`config.mk`:
```
export PLATFORM = sky130hd
export DESIGN_NAME = sht40_result_converter
export DESIGN_NICKNAME = d
export VERILOG_FILES = /design/src/rtl/sht40_result_converter.sv
export SDC_FILE = /design/constraint.sdc
export NUM_CORES = 1
export LEC_CHECK = 0
export CAP_MARGIN = 15
export CORE_ASPECT_RATIO = 0.7
export CORE_MARGIN = 4
export CORE_UTILIZATION = 60
export CTS_CLUSTER_DIAMETER = 50
export DETAILED_ROUTE_END_ITERATION = 10
export GPL_TIMING_DRIVEN = 0
export PLACE_DENSITY = 0.84
export SLEW_MARGIN = 20
export SYNTH_ARGS = -nofsm -noshare
export SYNTH_HDL_FRONTEND = slang
export SYNTH_SLANG_ARGS = --single-unit
```
`constraint.sdc`:
```
create_clock -name clk -period 20.2 [get_ports clk]
set_input_delay 4.04 -clock clk [delete_from_list [all_inputs] [get_ports clk]]
set_output_delay 4.04 -clock clk [all_outputs]
set_load 0.01 [all_outputs]
```
`src/rtl/sht40_result_converter.sv`:
```
// sht40_result_converter
// Converts raw SHT40 temperature/humidity ticks into centi-degC and centi-%RH.
// A single shift-add multiplier is time-shared: 16 cycles for temperature,
// then 16 cycles for humidity, then one cycle to publish the pair.
module sht40_result_converter #(
  parameter int T_SCALE     = 17500,
  parameter int T_OFFSET    = 4500,
  parameter int RH_SCALE    = 12500,
  parameter int RH_OFFSET   = 600,
  parameter bit RH_CLAMP_EN = 1'b1
) (
  input  logic        clk,
  input  logic        rst,
  input  logic [15:0] Temperature_Raw,
  input  logic [15:0] Humidity_Raw,
  input  logic        Temp_Ready_In,
  input  logic        RH_Ready_In,
  input  logic        CRC_Error_In,
  output logic [15:0] Temp_Centi,
  output logic [15:0] RH_Centi,
  output logic        Result_Valid,
  output logic        Busy,
  output logic [7:0]  CRC_Error_Count,
  output logic [15:0] Sample_Count
);

  typedef enum logic [1:0] {IDLE, MUL_T, MUL_RH, DONE} state_t;

  localparam logic signed [17:0] RH_OFF_S = 18'(RH_OFFSET);
  localparam logic signed [17:0] RH_MAX_S = 18'sd10000;

  state_t             state_q;
  logic               t_have_q, rh_have_q;
  logic [15:0]        t_raw_q, rh_raw_q;
  logic [31:0]        acc_q, mcand_q;
  logic [15:0]        mplier_q;
  logic [3:0]         iter_q;
  logic signed [15:0] t_res_q;
  logic [15:0]        rh_hi_q;
  logic [15:0]        temp_q, rh_q;
  logic               valid_q;
  logic [7:0]         crc_cnt_q;
  logic [15:0]        sample_cnt_q;

  logic [31:0]        acc_d;
  logic signed [15:0] t_calc_d;
  logic               t_have_d, rh_have_d;
  logic [15:0]        t_raw_d;

  // Offset removal and optional clamp of the humidity integer part.
  function automatic logic [15:0] rh_convert(input logic [15:0] hi);
    logic signed [17:0] v;
    v = $signed({2'b00, hi}) - RH_OFF_S;
    if (RH_CLAMP_EN) begin
      if (v < 18'sd0)
        v = 18'sd0;
      else if (v > RH_MAX_S)
        v = RH_MAX_S;
    end
    return v[15:0];
  endfunction

  // One shift-add step, temperature offset on the integer part, and the
  // capture flags as they would stand after this edge in IDLE.
  always_comb begin
    acc_d     = acc_q + (mplier_q[0] ? mcand_q : 32'd0);
    t_calc_d  = $signed(acc_d[31:16] - 16'(T_OFFSET));
    t_have_d  = t_have_q | Temp_Ready_In;
    rh_have_d = rh_have_q | RH_Ready_In;
    t_raw_d   = Temp_Ready_In ? Temperature_Raw : t_raw_q;
  end

  // Control FSM, multiplier datapath, counters and registered outputs.
  always_ff @(posedge clk or posedge rst) begin
    if (rst) begin
      state_q      <= IDLE;
      t_have_q     <= 1'b0;
      rh_have_q    <= 1'b0;
      t_raw_q      <= '0;
      rh_raw_q     <= '0;
      acc_q        <= '0;
      mcand_q      <= '0;
      mplier_q     <= '0;
      iter_q       <= '0;
      t_res_q      <= '0;
      rh_hi_q      <= '0;
      temp_q       <= '0;
      rh_q         <= '0;
      valid_q      <= 1'b0;
      crc_cnt_q    <= '0;
      sample_cnt_q <= '0;
    end else begin
      valid_q <= 1'b0;
      // CRC errors are counted in every state; only IDLE treats them as an abort.
      if (CRC_Error_In && (crc_cnt_q != 8'hFF))
        crc_cnt_q <= crc_cnt_q + 8'd1;

      case (state_q)
        IDLE: begin
          if (CRC_Error_In) begin
            t_have_q  <= 1'b0;
            rh_have_q <= 1'b0;
          end else begin
            t_raw_q <= t_raw_d;
            if (RH_Ready_In)
              rh_raw_q <= Humidity_Raw;
            if (t_have_d && rh_have_d) begin
              t_have_q  <= 1'b0;
              rh_have_q <= 1'b0;
              acc_q     <= '0;
              mcand_q   <= 32'(T_SCALE);
              mplier_q  <= t_raw_d;
              iter_q    <= '0;
              state_q   <= MUL_T;
            end else begin
              t_have_q  <= t_have_d;
              rh_have_q <= rh_have_d;
            end
          end
        end

        MUL_T: begin
          acc_q    <= acc_d;
          mcand_q  <= mcand_q << 1;
          mplier_q <= mplier_q >> 1;
          iter_q   <= iter_q + 4'd1;
          if (iter_q == 4'd15) begin
            t_res_q  <= t_calc_d;
            acc_q    <= '0;
            mcand_q  <= 32'(RH_SCALE);
            mplier_q <= rh_raw_q;
            iter_q   <= '0;
            state_q  <= MUL_RH;
          end
        end

        MUL_RH: begin
          acc_q    <= acc_d;
          mcand_q  <= mcand_q << 1;
          mplier_q <= mplier_q >> 1;
          iter_q   <= iter_q + 4'd1;
          if (iter_q == 4'd15) begin
            rh_hi_q <= acc_d[31:16];
            state_q <= DONE;
          end
        end

        DONE: begin
          temp_q       <= t_res_q;
          rh_q         <= rh_convert(rh_hi_q);
          valid_q      <= 1'b1;
          sample_cnt_q <= sample_cnt_q + 16'd1;
          state_q      <= IDLE;
        end

        default: state_q <= IDLE;
      endcase
    end
  end

  assign Temp_Centi      = temp_q;
  assign RH_Centi        = rh_q;
  assign Result_Valid    = valid_q;
  assign Busy            = (state_q != IDLE);
  assign CRC_Error_Count = crc_cnt_q;
  assign Sample_Count    = sample_cnt_q;

endmodule

```
==> flow_summary.toml <==
[synthesis]
synthArstFlopShare_pct = 100
syn_area_per_cell_um2 = 10.3
syn-cell-area_mm2 = 0.0104
yosysWarnings = 0
synth_area_leaders = "dfrtp_1 49%, mux2_2 5.9%, ha_1 4.6%"
yosysSeqAreaShare_pct = 49.2
synthTopCellsByCount = "205 x dfrtp_1, 102 x nand2_1, 72 x o21ai_0"
synth_top_area_share_pct = 49.2
ys_ff_latch = 205
synth_nets = 1094
synthesis.instances = 1018
ys_types = 69
synth_edf_count = 0
yosys.cell_count.top_type = "dfrtp_1"
ys.flop_type = "dfrtp_1"
yosysTopAreaCell = "dfrtp_1"

[detailed_routing]
dr.pass1.iters = 6
drt.antenna.violating_nets = 0
dr_total_vias = 8318
routed_via_density = 6.03
drc = 0
wirelength_um = 24600
first_iter_violations = 845
post_drt_wl_per_cell_um = 17.9

[cts]
post-cts-setup-buffers = 0
cts_sinks = 205
path_clk_slew_ns = 0.06
cts.path.max_buffers = 3
clk_latency_ns = 0.50
cts_made_buffers = 21
cts_tree = "done"
postCtsResizedCells = 0
cts_root_buf = "clkbuf_16"
ctsHoldBuffers = 0
htree_levels = 1

[final_layout]
final_cells = 1379
fillers = 1226
regArea_mm2 = 0.00513
final_layout_size_suffix_gt1_share_pct = 9.15
final_util_pct = 73.0
diodes = 0
syn2layout_area_growth_pct = 19.8
multi_input_area_mm2 = 0.00499
final_net_count = 1212

[worst_setup_path]
path_max_fanout = 10
reg2reg_from = "mplier_q[0]"
required_ns = 20.58
crit_type = "primary input to flop"
crit_path_end_kind = "flop"
crit_end = "t_raw_q[10]"
reg2reg_to = "t_res_q[14]"
crit_start = "Temp_Ready_In"
reg2reg_depth = 17
rrSetupSlack_ns = 15.51
cp-start-kind = "primary input"
cp_data_arrival_time_ns = 6.73

[grt]
grt_pass1_wl_um = 40600
antenna_found_initial = 0
grt_pass1_vias = 8012
grt_max_degree = 109
grt-ovfl-total = 0
grt_util_all_layers_pct = 24.8

[place]
io_buffers = 94
dp_hpwl_um = 17500
dp_cells = 1344
gp_congestion = 0.926

[floorplan]
die_area_mm2 = 0.0196
core_mm2 = 0.0171
fp-row-count = 40
start_util_pct = 61.0
io_pins = 95
die_h_um = 118
die_x_um = 166

[power_and_ir_drop]
ir_worst_vdd_mv = 0.0813
power_density_mw_per_mm2 = 121
p_leak_nw = 5.61

[sta]
finalHoldViolations = 0
tightestPinTransition_ns = 0.951
clock_skew_ns = 0.0146
fmax_mhz = 157
whs_ns = 0.477
period_share_pct = 31.4
drv_slew = 0
slew_headroom_pct = 35.8
tns_ns = 0
finalSetupViolCount = 0
min_period_ns = 6.35
rsz0062_at_grt = "false"

[run_status]
outcome = "complete, no violations"

[hold_path]
hold_class = "flop to flop"

[job]
max_cap_violations = 0
[flip-flops by register name (all words and copies together), names as in the netlist]
name             count
iter_q               4
rh_have_q            1
RH_Centi            16
Temp_Centi          16
mcand_q             30
Sample_Count        16
rh_hi_q             16
state_q              2
t_res_q             16
rh_raw_q            16
CRC_Error_Count      8
t_raw_q             16
mplier_q            16
acc_q               30
Result_Valid         1
t_have_q             1
[area by class of cell]
class	instances	area share, %
clock inverter	13	2.18
inverter	33	1.05
clock buffer	22	4.23
timing repair buffer	95	7.75
multi-input combinational	730	39.9
tap	231	2.31
buffer	50	1.52
sequential	205	41.0
[cells by family (layout without fill, tap and decap cells)]
kind of cell | count (synthesis) | count (layout) | share of synthesized area [%]
buffers and inverters | 83 | 213 | 3.01
xor gates and xnor gates | 64 | 64 | 5.37
adders and majority gates | 40 | 40 | 4.84
DFF | 205 | 205 | 49.2
muxes | 72 | 72 | 7.57
AOI/OAI and AO/OA | 255 | 255 | 16.3
and+or+nand+nor | 299 | 299 | 13.7
[routing by layer]
layer,wire [um],track usage (%),up-vias
met5,0,0,-
met4,646,6.96,0
met3,1760,4.08,57
met2,10600,38.0,339
met1,11700,36.8,4043
li1,-,-,3879
[how the worst min path moves through the flow]
| stage | startpoint | endpoint | slack (ns) | cells past startpoint |
|---|---|---|---|---|
| final | t_res_q[11] | t_res_q[11] | 0.48 | 2 |
| after global routing | t_res_q[11] | t_res_q[11] | 0.49 | 2 |
| after CTS | t_res_q[11] | t_res_q[11] | 0.48 | 2 |
| after detailed placement | t_res_q[11] | t_res_q[11] | 0.47 | 2 |
| after global placement | Sample_Count[15] | Sample_Count[15] | 0.46 | 1 |
| after floorplan | t_res_q[0] | t_res_q[0] | 0.44 | 2 |
[power breakdown]
group          internal [mW]  switching, mW
clock                  0.292          0.158
combinational          0.193          0.307
sequential             0.497         0.0610
[critical path, stage by stage]
cell,delay [ns]
clkdlybuf4s50_1,0.50
clkbuf_1,0.51
buf_1,0.58
nand2_1,0.39
clkbuf_1,0.35
mux2_2,0.35
[placed cells by master (no fill, tap or decap), drive strengths merged, types with 9 or more instances in the layout]
| master | netlist | final |
|---|---|---|
| dfrtp | 205 | 205 |
| nand2 | 102 | 102 |
| clkdlybuf4s50 | 0 | 94 |
| o21ai | 78 | 78 |
| nor2 | 71 | 71 |
| clkbuf | 42 | 64 |
| mux2 | 55 | 55 |
| a21oi | 39 | 39 |
| ha | 38 | 38 |
| xnor2 | 37 | 37 |
| inv | 33 | 34 |
| and2 | 33 | 33 |
| a22o | 30 | 30 |
| xor2 | 27 | 27 |
| nand3 | 23 | 23 |
| a31oi | 22 | 22 |
| mux2i | 17 | 17 |
| o22ai | 16 | 16 |
| a221o | 15 | 15 |
| nor3 | 12 | 12 |
| nand4 | 10 | 10 |
| or3 | 10 | 10 |
| o211ai | 9 | 9 |
| buf | 8 | 9 |
[per-stage QoR]
stage               setup WS, ns  instance area [um2]  total power, mW
detailed placement         13.43                11700             1.05
global route               13.73                12500             1.59
global placement            8.12                11700             1.03
finish                     13.85                12500             1.51
CTS                        13.89                12500             1.51
floorplan                  10.56                10400            0.883
(Power assumes the default switching activity.)
